<file path="config.mk">
export PLATFORM = sky130hd
export DESIGN_NAME = imem_boot_loader
export DESIGN_NICKNAME = d
export VERILOG_FILES = /design/src/rtl/imem_boot_loader.sv
export SDC_FILE = /design/constraint.sdc
export NUM_CORES = 1
export LEC_CHECK = 0
export CAP_MARGIN = 20
export CORE_ASPECT_RATIO = 1.75
export CORE_MARGIN = 2
export CORE_UTILIZATION = 50
export CTS_CLUSTER_DIAMETER = 150
export CTS_CLUSTER_SIZE = 8
export DETAILED_ROUTE_END_ITERATION = 10
export PLACE_DENSITY_LB_ADDON = 0.2
export SYNTH_ARGS = -nofsm -noshare
export SYNTH_HDL_FRONTEND = slang
export SYNTH_SLANG_ARGS = --single-unit
</file>
<file path="constraint.sdc">
create_clock -name clk -period 2.8 [get_ports clk]
set_clock_uncertainty 0.1 [all_clocks]
set_input_delay 0.84 -clock clk [delete_from_list [all_inputs] [get_ports clk]]
set_output_delay 0.84 -clock clk [all_outputs]
set_load 0.01 [all_outputs]
</file>
<file path="src/rtl/imem_boot_loader.sv">
// Byte-stream instruction loader: takes a length-prefixed little-endian image,
// writes it to instruction memory from word 0, and holds the core in reset until done.
module imem_boot_loader #(
  parameter int ADDR_W = 8
) (
  input  logic              clk,
  input  logic              rst_n,
  input  logic              in_valid,
  input  logic [7:0]        in_data,
  output logic              in_ready,
  output logic              imem_we,
  output logic [ADDR_W-1:0] imem_addr,
  output logic [31:0]       imem_wdata,
  output logic              core_rst_n,
  output logic              done,
  output logic              err,
  output logic [15:0]       words_loaded
);
  typedef enum logic [2:0] {HDR0, HDR1, DATA, FLUSH, DONE} state_e;

  localparam logic [16:0] DEPTH = 17'(1) << ADDR_W;

  state_e              state_q, state_d;
  logic [15:0]         n_q, n_d;
  logic [15:0]         widx_q, widx_d;
  logic [1:0]          bidx_q, bidx_d;
  logic [23:0]         asm_q, asm_d;
  logic                we_q, we_d;
  logic [ADDR_W-1:0]   addr_q, addr_d;
  logic [31:0]         wdata_q, wdata_d;
  logic                err_q, err_d;
  logic [15:0]         wl_q, wl_d;
  logic                xfer;
  logic                ovf;

  // in_ready is gated by rst_n so it reads 0 while reset is held
  assign in_ready = rst_n && (state_q == HDR0 || state_q == HDR1 || state_q == DATA);
  assign xfer     = in_valid && in_ready;
  assign ovf      = {1'b0, widx_q} >= DEPTH;

  always_comb begin
    state_d = state_q;
    n_d     = n_q;
    widx_d  = widx_q;
    bidx_d  = bidx_q;
    asm_d   = asm_q;
    we_d    = 1'b0;
    addr_d  = addr_q;
    wdata_d = wdata_q;
    err_d   = err_q;
    wl_d    = wl_q;
    case (state_q)
      HDR0: if (xfer) begin
        n_d[7:0] = in_data;
        state_d  = HDR1;
      end
      HDR1: if (xfer) begin
        n_d[15:8] = in_data;
        widx_d    = '0;
        bidx_d    = '0;
        state_d   = ({in_data, n_q[7:0]} == 16'd0) ? FLUSH : DATA;
      end
      DATA: if (xfer) begin
        bidx_d = bidx_q + 2'd1;
        case (bidx_q)
          2'd0: asm_d[7:0]   = in_data;
          2'd1: asm_d[15:8]  = in_data;
          2'd2: asm_d[23:16] = in_data;
          default: begin
            // Word complete: out-of-range slots still advance the index so
            // the stream stays aligned, but never touch memory.
            if (ovf) begin
              err_d = 1'b1;
            end else begin
              we_d    = 1'b1;
              addr_d  = widx_q[ADDR_W-1:0];
              wdata_d = {in_data, asm_q};
              wl_d    = wl_q + 16'd1;
            end
            widx_d = widx_q + 16'd1;
            if (widx_q == n_q - 16'd1) state_d = FLUSH;
          end
        endcase
      end
      FLUSH:   state_d = DONE;
      default: state_d = DONE;
    endcase
  end

  always_ff @(posedge clk or negedge rst_n) begin
    if (!rst_n) begin
      state_q <= HDR0;
      n_q     <= '0;
      widx_q  <= '0;
      bidx_q  <= '0;
      asm_q   <= '0;
      we_q    <= 1'b0;
      addr_q  <= '0;
      wdata_q <= '0;
      err_q   <= 1'b0;
      wl_q    <= '0;
    end else begin
      state_q <= state_d;
      n_q     <= n_d;
      widx_q  <= widx_d;
      bidx_q  <= bidx_d;
      asm_q   <= asm_d;
      we_q    <= we_d;
      addr_q  <= addr_d;
      wdata_q <= wdata_d;
      err_q   <= err_d;
      wl_q    <= wl_d;
    end
  end

  assign imem_we      = we_q;
  assign imem_addr    = addr_q;
  assign imem_wdata   = wdata_q;
  assign done         = (state_q == DONE);
  assign core_rst_n   = (state_q == DONE);
  assign err          = err_q;
  assign words_loaded = wl_q;
endmodule

</file>
; Word-level counts from Yosys, hierarchy flattened
; Index checks and enable logic that the tools add are counted.
; Widths: inputs -> output; s select.
[op_classes]
addsub = 4
n_lt_le_gt_ge = 1
eq_ne = 11
n_mux = 18
bitwise = 2
reduce_logical = 19
[op_table]
columns = op, count
row1 = $mux 16, 3
row2 = $add 16x1->16 const B, 2
row3 = $pmux 16 s2, 1
row4 = $eq 16x16->1, 1
row5 = $ge 16x9->1 const B, 1
row6 = $logic_not 16->1, 1
row7 = $sub 16x1->16 const B, 1
row8 = $mux 3, 5
row9 = $reduce_and 3->1, 4
row10 = $reduce_and 4->1, 3
row11 = $pmux 3 s3, 1
row12 = $ne 2x2->1 const B, 4
row13 = $mux 1, 5
row14 = $reduce_and 5->1, 1
row15 = $mux 2, 2
row16 = $pmux 2 s2, 1
row17 = $reduce_and 2->1, 2
row18 = $eq 3x1->1 const B, 1
row19 = $eq 3x2->1 const B, 1
row20 = $eq 3x3->1 const B, 1
row21 = $logic_not 3->1, 1
row22 = $reduce_or 3->1, 1
row23 = $add 2x1->2 const B, 1
row24 = $eq 2x1->1 const B, 1
row25 = 7 further kinds, 10
[totals]
reg_bits = 119
inputBits = 11
output_inout_bits = 61
word_cells = 68

; Longest topological paths before layout
; Gate-level depths: netlist of the first run.
[logic_depth]
word_depth = 7
mapped_depth = 8

; Worst setup path after synthesis of the first run
; OpenSTA, ideal clock, no wires.
[synth_path]
path_kind = input to register
startpoint = in in_data[7]
endpoint = reg state_q[0]
setup_time_ps = 92
arrival_ps = 2017
t_required_ps = 2608
slack_ps = 591
path_stages = 6
path_buffers = 0
cell_sequence = or4_1 -> nor3_1 -> a31oi_1 -> nor3_2 -> nand4_1 -> o31ai_2
[synth_between]
elab_chain_cells = 4
[synth_lines]
columns = item, line_no
row1 = from (decl), 9  ; input logic [7:0] in_data,
row2 = $logic_not 16->1, 61  ; state_d = ({in_data, n_q[7:0]} == 16'd0) ? FLUSH : DATA;
row3 = $mux 1, 61
row4 = $mux 3, 57  ; HDR1: if (xfer) begin
row5 = $pmux 3 s3, 52  ; case (state_q)
row6 = to (signal assigned), 103  ; state_q <= state_d;
row7 = to (decl), 23  ; state_e state_q, state_d;
; Every way passes these cells. The select of a mux whose other input is x is not followed.
; A chain may end at the register's enable or synchronous reset.

; Worst setup path after layout of the first run
[layout_path]
startpoint = reg state_q[0]
endpoint = out in_ready
[layout_between]
elab_chain_cells = 4
word_cells_on_any_way = 6
[layout_lines]
columns = item, line_no
row1 = $eq 3x1->1 or $logic_not 3->1 (tied branches), 37  ; assign in_ready = rst_n && (state_q == HDR0 || state_q == HDR1 || state_q == DATA);
row2 = $logic_or 1x1->1, 37
row3 = $logic_or 1x1->1 *, 37
row4 = $logic_and 1x1->1 *, 37
row5 = to (decl), 10  ; output logic in_ready,
; Mark *: on every way between the ends. The rest lies on a longest branch, timed or not.

==> metrics.md, run 1 <==
| Metric | Value |
|---|---|
| Post-DP HPWL | `8670 um` |
| First-pass GRT wire length | `21100 um` |
| Port bufs | `approximately 70` |
| Fin. max-slew vios | `0` |
| Post-Syn Area | `between 5000 and 6000 sq um` |
| Routed via count | `4126` |
| Die height | `143 um` |
| Finish-stage setup viols | `0` |
| Area Overhead vs Synth | `27.5%` |
| Clock tree buffer depth | `2` |
| Layout cells sized above 1 | `17.2%` |
| Most frequent cells in the layout | `nand2_1, dfrtp_1, clkdlybuf4s50_1` |
| Max incr delay on CP | `560 ps` |
| Final std cells w/o fill | `762` |
| Critical path's slowest cell | `clkdlybuf4s50_1` |
| Critical Path RT | `1860 ps` |
| CTS Sinks | `119` |
| Critical Path Source Type | `flip-flop` |
| Vias in the first global route | `4269` |
| Pwr dens | `774 nW/um^2` |
| CTS tree | `built` |
| DR WL/cell | `between 15 and 20 um` |
| Root buffer cell | `clkbuf_16` |
| TritonCTS buffer count | `17` |
| RePlAce Congestion | `0.850` |
| Least-Margin Pin Slew | `638 ps` |
| Final Critical Period | `2730 ps` |
| Initial core utilization | `51.5%` |
| Fillers | `828` |
| ANT nets after route | `0` |
| Tot GR Track Use | `22.9%` |
| Die area | `11900 sq um` |
| Worst Path Max Fanout | `8` |
| Clk_lat worst skew | `410 ps` |
| Starting DRT DRC Count | `132` |
| P_leak | `3.28 nW` |
| Distinct cells, synth | `slightly below 50` |
| Setup bufs post-CTS | `0` |
| Routed Wire Length | `approximately 13000 um` |
| Status | `finished, final reports clean` |
| XOR/XNOR share of the synthesized area | `7.48%` |
| Mapped Avg Cell Area | `10.5 sq um` |
| Synth warn | `0` |
| Max Freq | `0.367 GHz` |
| Final hold vios | `0` |
| Design Power | `5.43 mW` |
| Worst EP arrival | `1790 ps` |
| Row count | `50` |
| Nets | `639` |
| I/O Pins | `72` |
| RSZ-0062 raised after global routing | `false` |
| Seq cells post-synth | `119` |
| Max-Cap Viols | `0` |
| Worst-path clk slew | `50 ps` |
| CTS H-Tree Depth | `4` |
| Seq/Total Area, Yosys | `54.1%` |
| Worst Hold Class | `reg -> reg` |
| Most common cell after layout, fill and taps aside | `nand2_1` |
| Peak VDD IR | `0.481 mV` |
| Cells along the critical path | `a21o_1 -> nor2_1 -> clkdlybuf4s50_1` |
| Mux contribution to synthesized area | `8.75%` |
| Top area cells in the synthesized netlist | `dfrtp_1, nand2_1, mux2_2` |
| # diodes | `0` |
| Synth top area share | `54.1%` |
| Die W | `83.3 um` |
| Grt ovf | `0` |
| Via density | `between 5 and 6` |
| R2R Setup Slk | `400 ps` |
| Largest net degree at the start of global routing | `120` |
| Crit. End Element | `output pin` |
| Kind of critical path | `reg -> out` |
| Post-Synthesis Net Count | `544` |
| Initial antenna violation count | `0` |
| TNS Setup | `0 ps` |
| Simple-gate share of the synthesized area | `20.9%` |
| Total core area | `10700 sq um` |
| Compound-Gate Fraction of Synth Area | `between 4 and 5%` |
| Post-synthesis adder-cell area fraction | `1.82%` |
| Drt drc | `0` |
| Dpl cells | `731` |
| Yosys top cell by area | `dfrtp_1` |
| DRT Pass-1 Iters | `4` |
| Combinational family with the most area after synthesis | `simple AND/OR/NAND/NOR gates` |
| Final period util | `97.4%` |
| Rel. slew slack | `57.4%` |
| Synthesized netlist cell count | `around 530` |
| Hold_ws | `353 ps` |
area by class of cell:
cell class	instances	area (sq um)	area share, %
tap	130	163	2.32
timing repair buffer	96	908	12.9
clock inverter	9	77.6	1.11
multi-input combinational	373	2380	33.9
inverter	13	48.8	0.695
sequential	119	2980	42.5
clock buffer	22	464	6.61
where the power goes:
group,internal (mW),switching [mW]
clock network,1.25,0.737
registers,1.98,0.341
logic,0.582,0.542
cells by family after synthesis:
family,Yosys count
AND/OR/NAND/NOR,241
flip-flops,119
XOR/XNOR,47
multiplexers,43
AO/OA/AOI/OAI,34
buffers and inverters,33
adder cells (fa/ha/maj),8
layer usage:
metal	global-route usage (%)	part of all wire (%)	vias to the layer above
met2	41.0	54	115
li1	-	-	1948
met5	0	0	-
met4	11.4	3.2	0
met1	25.3	39	2032
met3	5.38	3.9	31
cells in the mapped netlist, drive strengths merged:
master	n
o21bai	1
nor2b	5
or3b	1
or3	4
nor2	28
buf	10
ha	8
o221ai	1
inv	13
nand4	12
xor2	8
o21ai	13
nor4	6
a31o	1
nor3	9
mux2i	2
nand2	141
nand3	10
a2bb2oi	1
nor3b	5
o2111ai	1
o31ai	2
mux2	41
and2	2
a21o	1
and3	6
xnor2	39
dfrtp	119
clkbuf	10
nand4b	1
nand3b	5
or4	1
nand2b	2
and4	3
a2111oi	2
a31oi	3
a21oi	8
worst max-delay path, delay by kind of cell (launching register included):
kind                   cells  cell delay [ps]
DFF                        1              480
AOI/OAI and AO/OA          1              190
and+or+nand+nor            1              140
buffers and inverters      1              560
path summary, 6_finish.rpt:
| kind | from | end | cells past startpoint |
|---|---|---|---|
| max | state_q[0] | in_ready | 3 |
| min in group asynchronous | rst_n | state_q[2] | 3 |
| max in group asynchronous | rst_n | state_q[0] | 3 |
| max reg2reg | n_q[0] | state_q[0] | 8 |
| min | asm_q[1] | imem_wdata[1] | 2 |
| min reg2reg | asm_q[1] | imem_wdata[1] | 2 |
stage by stage:
step	instance area, sq um	worst slack [ps]	utilization, %
floorplan	5510	591	-
CTS	7020	16.5	65.6
global placement	6470	9.10	60.5
finish	7020	72.0	65.6
detailed placement	6470	-48.6	60.5
global route	7020	9.31	65.6
registers in the layout, summed over array words and instances (netlist names):
signal / cells
asm_q: 24
bidx_q: 2
err: 1
imem_addr: 8
imem_wdata: 32
imem_we: 1
n_q: 16
state_q: 3
widx_q: 16
words_loaded: 16
what timing repair did:
item                                    4_1_cts  5_1_grt
hold buffers                                  0        0
resized for setup                             2        0
endpoints found under the setup margin        1        0
(Power assumes the default switching activity.)
==> run 2, diff against run 1 <==
--- a/config.mk
+++ b/config.mk
@@ -5,7 +5,7 @@
 export SDC_FILE = /design/constraint.sdc
 export NUM_CORES = 1
 export LEC_CHECK = 0
-export CAP_MARGIN = 20
+export CAP_MARGIN = 5
 export CORE_ASPECT_RATIO = 1.75
 export CORE_MARGIN = 2
 export CORE_UTILIZATION = 50
==> results of run 2 <==
The final DEF is identical to that of run 1; final timing and power are the same.
